## config.mk

```make
export PLATFORM = sky130hd
export DESIGN_NAME = ex_stage
export DESIGN_NICKNAME = d
export VERILOG_FILES = /design/src/rtl/ex_stage.sv
export SDC_FILE = /design/constraint.sdc
export NUM_CORES = 1
export LEC_CHECK = 0
export BUFFER_PORTS_ARGS = -buffer_cell sky130_fd_sc_hd__buf_4
export CAP_MARGIN = 15
export CORE_MARGIN = 2
export CORE_UTILIZATION = 45
export DETAILED_ROUTE_END_ITERATION = 8
export HOLD_SLACK_MARGIN = 0.03
export PLACE_DENSITY = 0.65
export SYNTH_ARGS = -nofsm -noshare
export SYNTH_HDL_FRONTEND = slang
export SYNTH_SLANG_ARGS = --single-unit
```

## constraint.sdc

```tcl
create_clock -name clk -period 10.43 [get_ports clk]
set_clock_uncertainty 0.05 [all_clocks]
set_input_delay 1.043 -clock clk [delete_from_list [all_inputs] [get_ports clk]]
set_output_delay 1.043 -clock clk [all_outputs]
set_load 0.005 [all_outputs]
```

## src/rtl/ex_stage.sv

```systemverilog
// ex_stage: MIPS execute stage with single-cycle ALU ops, HI/LO moves and iterative mul/div.
// Define EX_DIV_EN to build the 32-step restoring divider; otherwise DIV/DIVU retire as single-cycle no-ops.
`ifndef REG_ADDR_WIDTH
`define REG_ADDR_WIDTH 5
`endif
`ifndef REG_DATA_WIDTH
`define REG_DATA_WIDTH 32
`endif
`ifndef ALUSEL_WIDTH
`define ALUSEL_WIDTH 3
`endif
`ifndef ALUOP_WIDTH
`define ALUOP_WIDTH 6
`endif

module ex_stage #(
  parameter int DATA_W   = 32,
  parameter int MD_CNT_W = 6
) (
  input  logic                         clk,
  input  logic                         rst,
  input  logic                         valid_in,
  input  logic [`REG_ADDR_WIDTH-1:0]   reg_wr_addr_in,
  input  logic                         reg_wr_en_in,
  input  logic [`REG_DATA_WIDTH-1:0]   reg_rd_data1_in,
  input  logic [`REG_DATA_WIDTH-1:0]   reg_rd_data2_in,
  input  logic [`ALUSEL_WIDTH-1:0]     alusel_in,
  input  logic [`ALUOP_WIDTH-1:0]      aluop_in,
  output logic                         stall_req,
  output logic                         valid_out,
  output logic [`REG_ADDR_WIDTH-1:0]   reg_wr_addr_out,
  output logic                         reg_wr_en_out,
  output logic [`REG_DATA_WIDTH-1:0]   reg_wr_data_out,
  output logic                         ovf_out
);
  localparam logic [`ALUSEL_WIDTH-1:0] AS_NOP = 0, AS_LOGIC = 1, AS_SHIFT = 2,
                                       AS_ARITH = 3, AS_MOVE = 4, AS_MD = 5;
  localparam logic [`ALUOP_WIDTH-1:0] OP_AND = 6'h24, OP_OR = 6'h25, OP_XOR = 6'h26, OP_NOR = 6'h27,
    OP_SLL = 6'h00, OP_SRL = 6'h02, OP_SRA = 6'h03,
    OP_ADD = 6'h20, OP_ADDU = 6'h21, OP_SUB = 6'h22, OP_SUBU = 6'h23, OP_SLT = 6'h2A, OP_SLTU = 6'h2B,
    OP_MFHI = 6'h10, OP_MTHI = 6'h11, OP_MFLO = 6'h12, OP_MTLO = 6'h13,
    OP_MULT = 6'h18, OP_MULTU = 6'h19, OP_DIV = 6'h1A, OP_DIVU = 6'h1B;

  typedef enum logic [1:0] {
    S_IDLE,
    S_MUL,
`ifdef EX_DIV_EN
    S_DIV,
`endif
    S_DONE
  } state_t;

  state_t              state, state_nxt;
  logic [MD_CNT_W-1:0] cnt;
  logic [DATA_W-1:0]   hi, lo;
  logic [DATA_W-1:0]   acc_hi, acc_lo, opb;
  logic                neg_q;

  logic [DATA_W-1:0] a, b, a_mag, b_mag;
  logic              is_md, is_mul, is_div, md_sgn, start_mul, start_div, last;

  assign a      = reg_rd_data1_in;
  assign b      = reg_rd_data2_in;
  assign is_md  = (alusel_in == AS_MD);
  assign is_mul = is_md && (aluop_in == OP_MULT || aluop_in == OP_MULTU);
  assign is_div = is_md && (aluop_in == OP_DIV  || aluop_in == OP_DIVU);
  assign md_sgn = (aluop_in == OP_MULT) || (aluop_in == OP_DIV);
  assign a_mag  = (md_sgn && a[DATA_W-1]) ? -a : a;
  assign b_mag  = (md_sgn && b[DATA_W-1]) ? -b : b;
  assign start_mul = (state == S_IDLE) && valid_in && is_mul;
  assign last   = (cnt == MD_CNT_W'(DATA_W-1));

  // Shift-add multiplier step: {carry, acc_hi, acc_lo} shifted right once per cycle
  logic [DATA_W:0]     mul_sum;
  logic [DATA_W-1:0]   mul_hi_nx, mul_lo_nx;
  logic [2*DATA_W-1:0] prod_mag, prod_s;
  assign mul_sum   = {1'b0, acc_hi} + (acc_lo[0] ? {1'b0, opb} : '0);
  assign mul_hi_nx = mul_sum[DATA_W:1];
  assign mul_lo_nx = {mul_sum[0], acc_lo[DATA_W-1:1]};
  assign prod_mag  = {mul_hi_nx, mul_lo_nx};
  assign prod_s    = neg_q ? -prod_mag : prod_mag;

`ifdef EX_DIV_EN
  logic              neg_r, dz;
  logic [DATA_W:0]   rem_sh, diff;
  logic [DATA_W-1:0] rem_nx, quo_nx, rem_f, quo_f;
  assign start_div = (state == S_IDLE) && valid_in && is_div;
  assign rem_sh = {acc_hi, acc_lo[DATA_W-1]};
  assign diff   = rem_sh - {1'b0, opb};
  assign rem_nx = diff[DATA_W] ? rem_sh[DATA_W-1:0] : diff[DATA_W-1:0];
  assign quo_nx = {acc_lo[DATA_W-2:0], ~diff[DATA_W]};
  // A zero divisor leaves the dividend in the remainder, which the sign fix-up restores exactly
  assign rem_f  = neg_r ? -rem_nx : rem_nx;
  assign quo_f  = dz ? '1 : (neg_q ? -quo_nx : quo_nx);
`else
  assign start_div = 1'b0;
`endif

  assign stall_req = start_mul || start_div || (state == S_MUL)
`ifdef EX_DIV_EN
                     || (state == S_DIV)
`endif
                     ;

  always_ff @(posedge clk) begin
    if (rst) state <= S_IDLE;
    else     state <= state_nxt;
  end

  always_comb begin
    state_nxt = state;
    case (state)
      S_IDLE: if (start_mul) state_nxt = S_MUL;
`ifdef EX_DIV_EN
              else if (start_div) state_nxt = S_DIV;
      S_DIV:  if (last) state_nxt = S_DONE;
`endif
      S_MUL:  if (last) state_nxt = S_DONE;
      S_DONE: state_nxt = S_IDLE;
      default: state_nxt = S_IDLE;
    endcase
  end

  // Single-cycle result
  logic [DATA_W-1:0] res, sum_add, sum_sub;
  logic              res_en, ovf, wr_hi, wr_lo;
  assign sum_add = a + b;
  assign sum_sub = a - b;

  always_comb begin
    res    = '0;
    res_en = reg_wr_en_in;
    ovf    = 1'b0;
    wr_hi  = 1'b0;
    wr_lo  = 1'b0;
    case (alusel_in)
      AS_LOGIC: case (aluop_in)
        OP_AND: res = a & b;
        OP_OR:  res = a | b;
        OP_XOR: res = a ^ b;
        OP_NOR: res = ~(a | b);
        default: res = '0;
      endcase
      AS_SHIFT: case (aluop_in)
        OP_SLL: res = b << a[4:0];
        OP_SRL: res = b >> a[4:0];
        OP_SRA: res = $signed(b) >>> a[4:0];
        default: res = '0;
      endcase
      AS_ARITH: case (aluop_in)
        OP_ADD: begin
          res = sum_add;
          ovf = (a[DATA_W-1] == b[DATA_W-1]) && (sum_add[DATA_W-1] != a[DATA_W-1]);
        end
        OP_ADDU: res = sum_add;
        OP_SUB: begin
          res = sum_sub;
          ovf = (a[DATA_W-1] != b[DATA_W-1]) && (sum_sub[DATA_W-1] != a[DATA_W-1]);
        end
        OP_SUBU: res = sum_sub;
        OP_SLT:  res = {{(DATA_W-1){1'b0}}, $signed(a) < $signed(b)};
        OP_SLTU: res = {{(DATA_W-1){1'b0}}, a < b};
        default: res = '0;
      endcase
      AS_MOVE: case (aluop_in)
        OP_MFHI: res = hi;
        OP_MFLO: res = lo;
        OP_MTHI: begin wr_hi = 1'b1; res_en = 1'b0; end
        OP_MTLO: begin wr_lo = 1'b1; res_en = 1'b0; end
        default: res = '0;
      endcase
      AS_MD: if (is_mul || is_div) res_en = 1'b0;
      default: res = '0;
    endcase
    if (ovf) res_en = 1'b0;
  end

  always_ff @(posedge clk) begin
    if (rst) begin
      valid_out <= 1'b0; reg_wr_addr_out <= '0; reg_wr_en_out <= 1'b0;
      reg_wr_data_out <= '0; ovf_out <= 1'b0;
      hi <= '0; lo <= '0; cnt <= '0;
      acc_hi <= '0; acc_lo <= '0; opb <= '0; neg_q <= 1'b0;
`ifdef EX_DIV_EN
      neg_r <= 1'b0; dz <= 1'b0;
`endif
    end else begin
      valid_out <= 1'b0; reg_wr_addr_out <= '0; reg_wr_en_out <= 1'b0;
      reg_wr_data_out <= '0; ovf_out <= 1'b0;
      case (state)
        S_IDLE: if (start_mul || start_div) begin
          acc_hi <= '0;
          acc_lo <= a_mag;
          opb    <= b_mag;
          neg_q  <= md_sgn && (a[DATA_W-1] ^ b[DATA_W-1]);
          cnt    <= '0;
`ifdef EX_DIV_EN
          neg_r  <= md_sgn && a[DATA_W-1];
          dz     <= (b == '0);
`endif
        end else if (valid_in) begin
          valid_out       <= 1'b1;
          reg_wr_addr_out <= reg_wr_addr_in;
          reg_wr_en_out   <= res_en;
          reg_wr_data_out <= res;
          ovf_out         <= ovf;
          if (wr_hi) hi <= a;
          if (wr_lo) lo <= a;
        end
        S_MUL: begin
          acc_hi <= mul_hi_nx;
          acc_lo <= mul_lo_nx;
          cnt    <= cnt + 1'b1;
          if (last) begin
            {hi, lo}  <= prod_s;
            valid_out <= 1'b1;
          end
        end
`ifdef EX_DIV_EN
        S_DIV: begin
          acc_hi <= rem_nx;
          acc_lo <= quo_nx;
          cnt    <= cnt + 1'b1;
          if (last) begin
            hi <= rem_f;
            lo <= quo_f;
            valid_out <= 1'b1;
          end
        end
`endif
        default: ;
      endcase
    end
  end
endmodule

```

==> results.cfg <==
[cells_and_area]
finalNetCount = 3210
final.fill_count = 4668
drive_above_1_share = 0.0883
area_growth_pct = 10.2
final_area_sq_um = 23200

[drt]
drt-wirelength-per-cell_um = 25.2
totalWireLength_um = 91200
drt_iter0_drc = 3028
antenna_left = 0
drt_pass1_iterations = 8
vias = 23500
via_per_inst = 6.48
drcViolationCount = 0

[clock_tree]
clk_path_buf_depth = 3
cts_tree = done
cts.clk_slew.worst_paths_ps = 60
cts_buffers = 26
cts_hold_buf = 0
clock_sinks = 209
cts_root_buf = clkbuf_16
post_cts_resized = 0
clkLatencyLatePin_ps = 570
cts_setup_buffers = 0
cts_max_level = 1

[logic_synthesis]
seq_area_frac_synth = 0.198
synth_edf_count = 0
synthTopCellsByArea = dfxtp_1, nor2_1, ha_1, a21oi_1, o21ai_0
synth_cell_types = 78
synth_top_cell_by_area = dfxtp_1
synth.top_cell.area_share = 0.198
async_reset_ff_frac = 0
synthCells = 3023
syn_area_sq_um = 21100
yosys_warnings = 0
ys_ff_latch = 209
syn_nets = 3242
synthFlopType = dfxtp_1
avgSynthCellArea_sq_um = 6.98

[power]
clockPowerShare = 0.422
power.density_nw_per_um2 = 103
p_leak_nw = 9.14
p_int_w = 0.00161
pwr-share-seq = 0.334
power_frac_comb = 0.244
switching_share = 0.330
power_switching_w = 0.000791
ir_drop_mv = 0.148

[grt]
grt_max_degree = 101
grt-ovfl-total = 0
antenna_found_initial = 3
grt_use_total = 0.365
grt_pass1_vias = 21400
grt_first_pass_wirelength_um = 136000

[die]
fp.dieW_um = 220
start_util = 0.455
num_rows = 79
num_io_pins = 123
core_area_sq_um = 46400
fp.dieH_um = 220
dieArea_sq_um = 48600

[placed_design]
placed_area_sq_um = 22300
gp_congestion = 1.00
hpwl_um = 68800
port_buffers = 122

[worst_setup_path]
crit_type = flop to flop
r2r_start = acc_lo[0]
startpoint_type = flop
cp.required_ps = 10840
cp_max_fo = 33
reg2reg_to = hi[30]
crit_arrival_ps = 6020
crit_path_end_kind = flop
ff2ff_setup_slack_ps = 4830
rr_worst_depth = 15

[sta]
slew_violations = 0
tightest_slew_ps = 1090
fmax_mhz = 178
max_slew_margin = 0.274
setup_viol = 0
fin_setup_tns_ps = 0
post-route-period-util = 0.537
hold_violations = 0
final.min_clock_period_ps = 5600
rsz0062_at_grt = false

[hold_path]
holdCritStartpoint = lo[23]
holdPathEnd = lo[23]
hold_path.class = flop to flop
worstHoldPathCells = 2

[outcome]
status = finished, final reports clean

[run]
maxCapViolations = 0
## placed cells by master (no fill, tap or decap), types with 13 or more instances in the layout
cell type and n:
nand3_1 60, a221oi_1 25, a31oi_1 34, dfxtp_1 208, a21oi_1 313, o21bai_1 19, o21a_1 17, inv_1 124
o41ai_1 16, o21ai_0 254, a22oi_1 49, xor2_1 53, and2_1 49, or3_1 18, nand2b_1 28, a211oi_1 113
nor2b_1 13, or2_2 13, a21o_1 20, a211o_1 13, buf_4 153, o22ai_1 35, xnor2_1 118, o31ai_1 37
mux2i_1 103, nor4_1 19, nand2_1 205, nor2_1 451, nand4_1 23, nor3_1 46, clkbuf_16 27, ha_1 134
o211ai_1 22, a311oi_1 14
## final cells by class
| type | count | area, sq um | share of cell area |
|---|---|---|---|
| clock buffer | 31 | 721 | 0.0310 |
| multi-input combinational | 2469 | 15700 | 0.675 |
| sequential | 209 | 4190 | 0.180 |
| timing repair buffer | 154 | 1170 | 0.0503 |
| tap | 607 | 759 | 0.0327 |
| clock inverter | 17 | 226 | 0.00974 |
| antenna | 3 | 7.51 | 0.000323 |
| inverter | 131 | 492 | 0.0212 |
## power groups by stage
stage               Clock (W)  Combinational [W]  Sequential (W)
floorplan                   0           0.000363        0.000820
global placement            0           0.000564        0.000820
detailed placement          0           0.000563        0.000820
CTS                   0.00102           0.000566        0.000802
global route          0.00105           0.000623        0.000802
finish                0.00101           0.000585        0.000802
## synthesized netlist by cell type, types with 35 or more instances
cell	count
nor2_1	455
a21oi_1	313
o21ai_0	255
dfxtp_1	209
nand2_1	207
clkbuf_1	182
ha_1	134
inv_1	124
xnor2_1	118
a211oi_1	113
mux2i_1	103
nand3_1	60
xor2_1	53
a22oi_1	49
and2_1	49
nor3_1	47
o31ai_1	37
o22ai_1	35
## worst max-delay path by stage
stage | start | to | depth (start not counted)
2_1_floorplan | reg_rd_data1_in[0] | reg_wr_data_out[28] | 18
3_3_place_gp | reg_rd_data1_in[1] | ovf_out | 15
3_5_place_dp | acc_lo[0] | hi[30] | 15
4_1_cts | acc_lo[0] | hi[30] | 15
5_1_grt | acc_lo[0] | hi[30] | 15
6_report | acc_lo[0] | hi[30] | 15
## state kept, by name, indices dropped and copies added, names as in the netlist
signal,flops
acc_hi,32
reg_wr_addr_out,5
hi,32
lo,32
ovf_out,1
state,2
cnt,6
acc_lo,32
valid_out,1
reg_wr_en_out,1
reg_wr_data_out,32
opb,32
neg_q,1
## kinds of logic (layout without fill, tap and decap cells)
kind of cell,count (synthesis),after routing,synth area share
XOR/XNOR,171,171,0.0710
adder cells (fa/ha/maj),137,137,0.0823
multiplexers,116,116,0.0590
AND/OR/NAND/NOR,989,989,0.214
buffers and inverters,345,333,0.0614
flip-flops,209,209,0.198
AO/OA/AOI/OAI,1056,1056,0.313
other,0,3,0
## metal layers
| layer | up-vias | part of all wire | GRT usage |
|---|---|---|---|
| met5 | - | 0 | 0 |
| met4 | 0 | 0.043 | 0.146 |
| met3 | 196 | 0.089 | 0.0614 |
| met2 | 1167 | 0.44 | 0.578 |
| met1 | 11200 | 0.43 | 0.493 |
| li1 | 10900 | - | - |
## stage by stage
stage	std cells	power (W)	setup slack (ps)	util	hold slack (ps)
2_1_floorplan	3023	0.00118	5320	-	370
4_1_cts	3617	0.00239	4830	0.501	407
6_report	3621	0.00240	4830	0.501	407
3_3_place_gp	3569	0.00138	5050	0.480	391
5_1_grt	3621	0.00248	4350	0.501	435
3_5_place_dp	3569	0.00138	4860	0.480	397
## worst max-delay path, cell delays in order (launching register included)
cell	delay (ps)
dfxtp_1	620
and2_1	340
ha_1	200
fa_1	440
a211oi_1	410
o21bai_1	140
a21oi_1	190
xor2_1	360
nand2_1	170
or4_1	550
or4_1	540
or4_1	570
o41ai_1	400
xnor2_1	170
nor2_1	60
o41ai_1	290
Note: power is estimated with default switching activity, not from simulation.
